`src/rtl/keypad_pkg.sv`:
```
// keypad_pkg: shared definitions for the keypad decimal-entry path.
//   - key code constants produced by the scanner
//   - scanner FSM state enum
//   - keypad_key_code(): (row, column) position -> key code
//   - bcd_to_bin(): four BCD digits -> binary value
package keypad_pkg;

  localparam logic [3:0] KEY_ENTER = 4'hA;
  localparam logic [3:0] KEY_BKSP  = 4'hB;
  localparam logic [3:0] KEY_CLR   = 4'hC;
  localparam logic [3:0] KEY_D     = 4'hD;
  localparam logic [3:0] KEY_STAR  = 4'hE;
  localparam logic [3:0] KEY_NONE  = 4'hF;
  // '#' has no action, so it shares the "no key" encoding.
  localparam logic [3:0] KEY_HASH  = KEY_NONE;

  typedef enum logic [1:0] {
    ST_SCAN     = 2'd0,
    ST_PRESS_DB = 2'd1,
    ST_HELD     = 2'd2,
    ST_REL_DB   = 2'd3
  } scan_state_e;

  // Physical layout, row 0 at the top, column 0 on the left:
  //   1 2 3 A / 4 5 6 B / 7 8 9 C / * 0 # D
  function automatic logic [3:0] keypad_key_code(input logic [1:0] r,
                                                 input logic [1:0] c);
    logic [3:0] code;
    case ({r, c})
      4'h0: code = 4'h1;
      4'h1: code = 4'h2;
      4'h2: code = 4'h3;
      4'h3: code = KEY_ENTER;
      4'h4: code = 4'h4;
      4'h5: code = 4'h5;
      4'h6: code = 4'h6;
      4'h7: code = KEY_BKSP;
      4'h8: code = 4'h7;
      4'h9: code = 4'h8;
      4'hA: code = 4'h9;
      4'hB: code = KEY_CLR;
      4'hC: code = KEY_STAR;
      4'hD: code = 4'h0;
      4'hE: code = KEY_HASH;
      default: code = KEY_D;
    endcase
    return code;
  endfunction

  // ((d3*10 + d2)*10 + d1)*10 + d0; 9999 fits in 14 bits.
  function automatic logic [13:0] bcd_to_bin(input logic [15:0] bcd);
    logic [13:0] acc;
    acc = 14'(bcd[15:12]);
    acc = acc * 14'd10 + 14'(bcd[11:8]);
    acc = acc * 14'd10 + 14'(bcd[7:4]);
    acc = acc * 14'd10 + 14'(bcd[3:0]);
    return acc;
  endfunction

endpackage

```
`src/rtl/keypad_scanner.sv`:
```
// keypad_scanner: drives the 4x4 keypad columns one at a time, samples the
// synchronized rows, debounces press and release, and emits a one-cycle
// key_strobe with key_code for each accepted press.
// Ports:
//   clk, rst_n       clock, asynchronous active-low reset
//   row[3:0]         keypad rows, active-low, asynchronous to clk
//   col[3:0]         column drive, active-low, exactly one bit low
//   key_strobe       one-cycle pulse when a press is accepted
//   key_code[3:0]    code of the accepted key (valid with key_strobe)
module keypad_scanner
  import keypad_pkg::*;
#(
  parameter int SCAN_DIV     = 1000,
  parameter int DEBOUNCE_CYC = 20000
) (
  input  logic       clk,
  input  logic       rst_n,
  input  logic [3:0] row,
  output logic [3:0] col,
  output logic       key_strobe,
  output logic [3:0] key_code
);

  localparam int DIV_W = (SCAN_DIV > 1) ? $clog2(SCAN_DIV) : 1;
  localparam int DB_W  = (DEBOUNCE_CYC > 1) ? $clog2(DEBOUNCE_CYC) : 1;
  localparam logic [DIV_W-1:0] DIV_LAST = DIV_W'(SCAN_DIV - 1);
  localparam logic [DB_W-1:0]  DB_LAST  = DB_W'(DEBOUNCE_CYC - 1);

  logic [3:0]       row_s1_q, row_s2_q;
  scan_state_e      state_q, state_d;
  logic [1:0]       k_q, k_d;
  logic [1:0]       ridx_q, ridx_d;
  logic [DIV_W-1:0] div_q, div_d;
  logic [DB_W-1:0]  db_q, db_d;

  logic       one_low;
  logic       all_high;
  logic [1:0] low_idx;

  always_ff @(posedge clk or negedge rst_n) begin
    if (!rst_n) begin
      row_s1_q <= 4'hF;
      row_s2_q <= 4'hF;
    end else begin
      row_s1_q <= row;
      row_s2_q <= row_s1_q;
    end
  end

  // Exactly one row low identifies a key; two or more low is treated as none.
  always_comb begin
    one_low = 1'b1;
    low_idx = 2'd0;
    case (row_s2_q)
      4'b1110: low_idx = 2'd0;
      4'b1101: low_idx = 2'd1;
      4'b1011: low_idx = 2'd2;
      4'b0111: low_idx = 2'd3;
      default: one_low = 1'b0;
    endcase
  end

  assign all_high = (row_s2_q == 4'hF);

  always_ff @(posedge clk or negedge rst_n) begin
    if (!rst_n) begin
      state_q <= ST_SCAN;
      k_q     <= 2'd0;
      ridx_q  <= 2'd0;
      div_q   <= '0;
      db_q    <= '0;
    end else begin
      state_q <= state_d;
      k_q     <= k_d;
      ridx_q  <= ridx_d;
      div_q   <= div_d;
      db_q    <= db_d;
    end
  end

  always_comb begin
    state_d    = state_q;
    k_d        = k_q;
    ridx_d     = ridx_q;
    div_d      = div_q;
    db_d       = db_q;
    key_strobe = 1'b0;
    case (state_q)
      ST_SCAN: begin
        if (div_q == DIV_LAST) begin
          div_d = '0;
          if (one_low) begin
            // Column stays where it is while the press is qualified.
            state_d = ST_PRESS_DB;
            ridx_d  = low_idx;
            db_d    = '0;
          end else begin
            k_d = k_q + 2'd1;
          end
        end else begin
          div_d = div_q + 1'b1;
        end
      end
      ST_PRESS_DB: begin
        if (one_low && (low_idx == ridx_q)) begin
          if (db_q == DB_LAST) begin
            key_strobe = 1'b1;
            state_d    = ST_HELD;
            db_d       = '0;
          end else begin
            db_d = db_q + 1'b1;
          end
        end else begin
          state_d = ST_SCAN;
          db_d    = '0;
        end
      end
      ST_HELD: begin
        if (all_high) begin
          state_d = ST_REL_DB;
          db_d    = '0;
        end
      end
      default: begin // ST_REL_DB
        if (!all_high) begin
          state_d = ST_HELD;
          db_d    = '0;
        end else if (db_q == DB_LAST) begin
          state_d = ST_SCAN;
          k_d     = k_q + 2'd1;
          div_d   = '0;
          db_d    = '0;
        end else begin
          db_d = db_q + 1'b1;
        end
      end
    endcase
  end

  assign col      = ~(4'b0001 << k_q);
  assign key_code = keypad_key_code(ridx_q, k_q);

endmodule

```
`src/rtl/keypad_decimal_entry.sv`:
```
// keypad_decimal_entry: accumulates up to four decimal digits from the
// keypad and, on ENTER, presents their binary value with a one-cycle strobe.
// Ports:
//   clk, rst_n          clock, asynchronous active-low reset
//   row[3:0]            keypad rows (active-low, asynchronous)
//   col[3:0]            keypad column drive (active-low)
//   value[11:0]         last entered value, binary
//   value_valid         one-cycle strobe when value updates
//   entry_bcd[15:0]     digits being typed {d3,d2,d1,d0}, d0 most recent
//   digit_count[2:0]    number of digits entered, 0..4
//   key_err             one-cycle strobe when a digit is rejected
module keypad_decimal_entry
  import keypad_pkg::*;
#(
  parameter int SCAN_DIV     = 1000,
  parameter int DEBOUNCE_CYC = 20000
) (
  input  logic        clk,
  input  logic        rst_n,
  input  logic [3:0]  row,
  output logic [3:0]  col,
  output logic [11:0] value,
  output logic        value_valid,
  output logic [15:0] entry_bcd,
  output logic [2:0]  digit_count,
  output logic        key_err
);

  logic       key_strobe;
  logic [3:0] key_code;

  keypad_scanner #(
    .SCAN_DIV     (SCAN_DIV),
    .DEBOUNCE_CYC (DEBOUNCE_CYC)
  ) u_scanner (
    .clk        (clk),
    .rst_n      (rst_n),
    .row        (row),
    .col        (col),
    .key_strobe (key_strobe),
    .key_code   (key_code)
  );

  logic [15:0] entry_q, entry_d;
  logic [2:0]  count_q, count_d;
  logic [11:0] value_q, value_d;
  logic        valid_q, valid_d;
  logic        err_q, err_d;

  logic [15:0] candidate;
  logic [13:0] cand_bin;
  logic [13:0] entry_bin;

  // d3 is always 0 whenever a digit can still be accepted, so dropping it
  // in the shift loses nothing.
  assign candidate = {entry_q[11:0], key_code};
  assign cand_bin  = bcd_to_bin(candidate);
  assign entry_bin = bcd_to_bin(entry_q);

  always_comb begin
    entry_d = entry_q;
    count_d = count_q;
    value_d = value_q;
    valid_d = 1'b0;
    err_d   = 1'b0;
    if (key_strobe) begin
      if (key_code <= 4'd9) begin
        if ((count_q == 3'd4) || (cand_bin > 14'd4095)) begin
          err_d = 1'b1;
        end else begin
          entry_d = candidate;
          count_d = count_q + 3'd1;
        end
      end else begin
        case (key_code)
          KEY_BKSP: begin
            if (count_q != 3'd0) begin
              entry_d = entry_q >> 4;
              count_d = count_q - 3'd1;
            end
          end
          KEY_CLR: begin
            entry_d = '0;
            count_d = '0;
          end
          KEY_ENTER: begin
            if (count_q != 3'd0) begin
              // Accepted entries never exceed 4095.
              value_d = entry_bin[11:0];
              valid_d = 1'b1;
              entry_d = '0;
              count_d = '0;
            end
          end
          default: ; // *, #, D: no action
        endcase
      end
    end
  end

  always_ff @(posedge clk or negedge rst_n) begin
    if (!rst_n) begin
      entry_q <= '0;
      count_q <= '0;
      value_q <= '0;
      valid_q <= 1'b0;
      err_q   <= 1'b0;
    end else begin
      entry_q <= entry_d;
      count_q <= count_d;
      value_q <= value_d;
      valid_q <= valid_d;
      err_q   <= err_d;
    end
  end

  assign entry_bcd   = entry_q;
  assign digit_count = count_q;
  assign value       = value_q;
  assign value_valid = valid_q;
  assign key_err     = err_q;

endmodule

```
`config.mk`:
```
export PLATFORM = sky130hd
export DESIGN_NAME = keypad_decimal_entry
export DESIGN_NICKNAME = d
export VERILOG_FILES = /design/src/rtl/keypad_pkg.sv /design/src/rtl/keypad_scanner.sv /design/src/rtl/keypad_decimal_entry.sv
export SDC_FILE = /design/constraint.sdc
export NUM_CORES = 1
export LEC_CHECK = 0
export CAP_MARGIN = 15
export CORE_MARGIN = 1
export CORE_UTILIZATION = 30
export CTS_CLUSTER_DIAMETER = 80
export DETAILED_ROUTE_END_ITERATION = 12
export PLACE_DENSITY = 0.56
export SYNTH_ARGS = -nofsm -noshare
export SYNTH_HDL_FRONTEND = slang
export SYNTH_SLANG_ARGS = --single-unit
```
`constraint.sdc`:
```
create_clock -name clk -period 6.56 [get_ports clk]
set_input_delay 1.312 -clock clk [delete_from_list [all_inputs] [get_ports clk]]
set_output_delay 1.312 -clock clk [all_outputs]
set_load 0.01 [all_outputs]
```
; ---- Yosys cells after proc, flatten, opt, wreduce, memory -nomap -nowiden
; Memory sizes are Yosys's and may differ from the RTL's.
; Cells that the tools add are included.
[classes]
magnitude_cmp = 2
muxes = 46
n_reduce_logical = 16
n_mul = 6
div = 0
shift = 1
add_sub_neg = 11
eq_ne = 23
n_bitwise = 3
[op_table]
columns = op, count
row1 = 15-bit 2-to-1 mux, 6
row2 = 16-bit 2-to-1 mux, 4
row3 = 16-bit case mux with 3 select lines, 1
row4 = 15-bit case mux with 3 select lines, 1
row5 = 10-bit 2-to-1 mux, 3
row6 = 13-bit by 4-bit adder with 14-bit output, 2
row7 = 4-bit equality test (second input constant), 7
row8 = 9-bit by 3-bit multiplier with 12-bit output (second input constant), 2
row9 = 2-bit 2-to-1 mux, 11
row10 = 10-bit case mux with 2 select lines, 1
row11 = 8-bit by 4-bit adder with 9-bit output, 2
row12 = 15-bit by 1-bit adder with 15-bit output (second input constant), 1
row13 = 15-bit equality test (second input constant), 1
row14 = 5-bit AND reduction, 3
row15 = 14-bit by 4-bit adder with 14-bit output, 1
row16 = 14-bit by 12-bit greater-than comparator with 1-bit output (second input constant), 1
row17 = 14-bit by 3-bit multiplier with 11-bit output (second input constant), 1
row18 = 14-bit by 3-bit multiplier with 13-bit output (second input constant), 1
row19 = 4-bit by 3-bit multiplier with 7-bit output (second input constant), 2
row20 = 12-bit by 4-bit adder with 12-bit output, 1
row21 = 3-bit 2-to-1 mux, 4
row22 = 2-bit case mux with 3 select lines, 2
row23 = 1-bit 2-to-1 mux, 11
row24 = 10-bit by 1-bit adder with 10-bit output (second input constant), 1
row25 = other kinds (29), 38
[word_totals]
reg_bits = 72
elab_cells = 121
romBits = 64
output_inout_bits = 37
n_memories = 1
latch_bits = 0
input_bits = 6
ramBits = 0
[memory_table]
columns = memory, words, word_bits, rd, rd_ports_with_merged_regs, wr, line
row1 = (no name shown), 16, 4, 1, 0, 0, keypad_pkg.sv:29  ; case ({r, c})

; ---- Depth between registers and ports, before layout
[logic_depth]
word_depth = 11
mapped_depth = 28
ltp_nobuf = 27

; ---- Modules after synthesis
; A second synthesis with hierarchy kept.
[hier_totals]
cells_unflattened = 770
hier_area_um2 = 7146.9
[modules_own_cells]
columns = module, instances, cells_each, area_each_um2, seq_area_each_um2
row1 = keypad_decimal_entry, 1, 492, 4575.6, 825.8
row2 = keypad_scanner, 1, 278, 2571.2, 985.9

; ---- Least setup slack after synthesis
; No wires, ideal clock.
[synth_timing]
path_kind = register to register
from = register entry_q[9] (netlist: entry_bcd[9])
to = register entry_q[0] (netlist: entry_bcd[0])
required_time_ns = 6.435
period_less_slack_ns = 6.726
n_path_buf = 0
arrival_ns = 6.601
path_slack_ns = -0.166
setup_time_ns = 0.125
stages_incl_launch_ff = 26
cell_sequence = dfrtp_1 -> ha_1 -> ha_1 -> inv_1 -> fa_1 -> nand3b_1 -> o21ai_0 -> nand4b_1 -> inv_1 -> ha_1 -> ha_1 -> or3b_2 -> o21ai_0 -> nor4b_1 -> or4_4 -> xor2_1 -> ha_1 -> ha_1 -> nor2_1 -> a2111oi_0 -> o41a_1 -> nand4_1 -> and2_1 -> o2111a_4 -> o31ai_4 -> mux2_2
[synth_via]
elab_chain_len = 10
[synth_lines]
columns = element, line
row1 = from (decl), keypad_decimal_entry.sv:44  ; logic [15:0] entry_q, entry_d;
row2 = from (signal assigned), keypad_decimal_entry.sv:109  ; entry_q <= entry_d;
row3 = 4-bit by 3-bit multiplier with 7-bit output, keypad_pkg.sv:54  ; acc = acc * 14'd10 + 14'(bcd[11:8]);
row4 = 8-bit by 4-bit adder with 9-bit output, keypad_pkg.sv:54
row5 = 9-bit by 3-bit multiplier with 12-bit output, keypad_pkg.sv:55  ; acc = acc * 14'd10 + 14'(bcd[7:4]);
row6 = 13-bit by 4-bit adder with 14-bit output, keypad_pkg.sv:55
row7 = 14-bit by 3-bit multiplier with 13-bit output, keypad_pkg.sv:56  ; acc = acc * 14'd10 + 14'(bcd[3:0]);
row8 = 14-bit by 4-bit adder with 14-bit output, keypad_pkg.sv:56
row9 = 14-bit by 12-bit greater-than comparator with 1-bit output, keypad_decimal_entry.sv:68  ; if ((count_q == 3'd4) || (cand_bin > 14'd4095)) begin
row10 = 1-bit logical OR, keypad_decimal_entry.sv:68
row11 = 2-bit inequality test (no source line), --
row12 = 5-bit AND reduction (no source line), --
; No other way between the ends.
; A chain may end at the register's enable or synchronous reset.

; ---- Final worst setup path
[layout_timing]
from = register entry_q[11] (netlist: entry_bcd[11])
to = register entry_q[9] (netlist: entry_bcd[9])
; Same word-level chain as after synthesis.

==> metrics.md <==
| Metric | Value |
|---|---|
| Final setup fails | 0 |
| Lkg Pwr | around 0.0038 uW |
| Row cnt | 53 |
| Largest stage delay, worst path | 520 ps |
| Final HPWL DP | around 11 mm |
| Met3 wire len | roughly 440 um |
| Overflow after GRT | 0 |
| # port buffers | 42 |
| Worst VDD drop | around 0.14 mV |
| Max Clk Rate | between 150 and 200 MHz |
| Placed inst area | ~7500 um^2 |
| Synth warn | 0 |
| Clock share of power | 0.518 |
| Sequential element share of the synthesized area | 0.274 |
| Synth area leader | dfrtp_1 |
| Top_reg_cell synth | dfrtp_1 |
| Non-Filler Instances | roughly 1.1k |
| Sw power | 211 uW |
| CP most frequent cell | ha_4 |
| Synthesized flop and latch total | between 70 and 80 |
| Hold Path Class | reg -> reg |
| Crit path kind | reg -> reg |
| Clk Latency, worst-skew pair | between 300 and 400 ps |
| First-pass GRT wire length | 25.4 mm |
| Slew headroom | 0.383 |
| DRT met1 WL | about 7.3 mm |
| Combinational share of power | 0.017 |
| Int Pwr | roughly 760 uW |
| Final wirelength | about 15 mm |
| CP arrival | approximately 6700 ps |
| All-Layer GR Usage | 0.140 |
| CP Capture Type | register |
| Number of max-cap violations | 0 |
| Starting Density | 0.310 |
| Core Area | ~21,000 um^2 |
| Async SR Flop Fraction | 1.00 |
| Critical Path Source Type | register |
| Slew @ Worst Pin | 925 ps |
| GP Congestion | ~0.86 |
| Root Driver | clkbuf_16 |
| Seq pwr share | 0.465 |
| Pwr dens | 117 nW/um^2 |
| Worst Path Required | between 6000 and 7000 ps |
| Min cycle time layout | around 6400 ps |
| Die Span X | approximately 150 um |
| Synth-to-layout area growth | 25.5% |
| Via Count | approximately 5.4k |
| Max Root-Sink Buffers | 2 |
| Synth area leaders | dfrtp_1 (24%), ha_1 (19%), xnor2_1 (5.2%) |
| Largest net degree at the start of global routing | 73 |
| Vias in the first global route | 5,231 |
| Number of remaining DRC errors | 0 |
| Sw frac | 0.217 |
| Die ar. | 22,600 um^2 |
| Yosys cell types | 66 |
| Share of post-route cells with drive strength above 1 | 0.162 |
| Total chip power | a little under 1000 uW |
| Mapped cell area | roughly 6600 um^2 |
| Top layer used by detailed routing | met4 |
| H-tree levels | 3 |
| Wirelength per Cell | 13.8 um |
| Synth Net Count | 843 |
| Final Cell Area | 8290 um^2 |
| Total CTS buffers | 9 |
| Avg Vias per Cell | slightly below 5 |
| N_diodes | 0 |
| Slowest CP cell | or4_4 |
| I/O Pins | between 40 and 50 |
| TritonRoute pass-1 iters | 4 |
| Met2 wire length | 7.00 mm |
| Die Y | 150 um |
| CP Max Fanout | 7 |
| Slew Viols, Final | 0 |
| EDFF count, synth | 0 |
| RSZ-0062 raised after global routing | yes |
| CTS tree | done |
| Status | completed |
| Final #Nets | 920 |
| Hold_buf cts | 0 |
| Routed Antenna Nets | 0 |
| Mapped Avg Cell Area | between 9 and 10 um^2 |
| CTS clk-pin slew, worst paths | around 60 ps |
| Cell count after synthesis | ~730 |
| Worst Skew | about 9 ps |
| Hold Vio Cnt, Final | 0 |
| # placed instances | ~1.1k |
| Final Cycle Share | 0.983 |
| Initial antenna violation count | 0 |
| DR iter-0 viols | 192 |
| Clock Sinks | just over 70 |
| Top-area cell type share of the netlist area | 0.242 |
-- final cells by class --
cell class | instances | area (um^2)
clock buffer | 10 | 239
clock inverter | 6 | 66.3
fill | 2124 | 13000
inverter | 55 | 206
multi-input combinational | 586 | 4860
sequential | 72 | 1810
tap | 275 | 344
timing repair buffer | 80 | 763
-- per-stage QoR --
step                       util  setup WS (ps)  TNS, ps  hold slack [ps]
after floorplan               -           1.14        0              345
after global placement    0.354           4.57        0              347
after detailed placement  0.354          -76.7     -533              347
after CTS                 0.375           3.84        0              356
after global routing      0.389           -123    -1410              359
final                     0.389            112        0              355
-- layout by cell type (no fill, tap or decap), types with 5 or more instances in the layout --
cell type and instances:
nand3b_1 6, inv_1 52, o31ai_1 6, o21ai_0 49, mux2i_1 12, xnor2_1 37, mux2_2 8, xor2_1 28
a21o_1 10, nand3_1 14, nand2_1 70, nor2_1 44, ha_4 8, ha_1 91, clkbuf_16 9, nor2b_1 11
a22oi_1 6, buf_4 32, nor3_1 12, or3_1 6, nor3b_1 5, nand2b_1 5, o21bai_1 5, and3_1 9
dfstp_2 8, dfrtp_1 62, a21oi_1 39, fa_1 8, clkdlybuf4s50_1 41
-- power groups by stage --
stage / Combinational [uW] / Sequential, uW / Clock (uW)
5_1_grt: 19.6 / 451 / 532
6_report: 16.3 / 451 / 502
3_3_place_gp: 17.2 / 459 / 0
2_1_floorplan: 4.92 / 458 / 0
3_5_place_dp: 17.0 / 459 / 0
4_1_cts: 17.2 / 451 / 515
-- final timing paths --
kind	startpoint	slack, ps	cells past startpoint	to
worst max-delay path	entry_bcd[11]	110	28	entry_bcd[9]
worst min-delay path	u_scanner.row_s1_q[2]	350	0	u_scanner.row_s2_q[2]
worst max register to register	entry_bcd[11]	110	28	entry_bcd[9]
worst min register to register	u_scanner.row_s1_q[2]	350	0	u_scanner.row_s2_q[2]
max in group asynchronous	rst_n	4790	1	entry_bcd[9]
min in group asynchronous	rst_n	1120	1	u_scanner.db_q[1]
-- critical path: cells and delay by family (launching register included) --
| family | cells | cell delay, ps |
|---|---|---|
| XOR/XNOR | 4 | 750 |
| multiplexers | 1 | 140 |
| flip-flops | 1 | 420 |
| AO/OA/AOI/OAI | 8 | 1550 |
| adder cells (fa/ha/maj) | 7 | 1830 |
| buffers and inverters | 4 | 450 |
| AND/OR/NAND/NOR | 4 | 1180 |
-- layer usage --
layer  up-vias  global-route usage
met4         0              0.0374
li1       2725                   -
met5         -                   0
met2        71               0.226
met1      2570               0.192
met3        11              0.0236
-- cells by family after synthesis --
family | share of synthesized area
mux | 0.0350
flops | 0.274
buf+inv | 0.0409
xor+xnor | 0.101
simple gates | 0.162
compound gates | 0.164
fa+ha+maj | 0.222
-- flip-flops by register name, summed over array words and instances, names as in the netlist --
name                flops
entry_bcd              16
digit_count             3
u_scanner.state_q       2
u_scanner.ridx_q        2
key_err                 1
u_scanner.k_q           2
u_scanner.row_s1_q      4
value                  12
u_scanner.div_q        10
u_scanner.row_s2_q      4
u_scanner.db_q         15
value_valid             1
-- timing repair --
item                       CTS  global route
cloned                       1             0
gates resized for setup     17            49
setup buffers                4             7
setup endpoints to repair   11            19
pin swaps                    8            30
-- synth_stat cells, types with 4 or more instances --
library cell  instances
dfstp_2               8
nand3_1              15
nor3_1               13
o21ai_0              53
nor2_1               46
o2bb2ai_1             5
inv_1                55
a22oi_1               6
nand3b_1              6
or3_1                 8
clkbuf_1             11
and2_1                4
a21o_1               10
a21oi_1              40
nor3b_1               6
nand4b_1              4
ha_1                 99
nand2_1              70
nand2b_1              5
dfrtp_1              64
o31ai_1               7
mux2_2                9
o21bai_1              5
mux2i_1              13
xnor2_1              39
nor2b_1              11
fa_1                 11
xor2_1               32
and3_1                9
No activity file was read; power rests on OpenSTA's default activity.
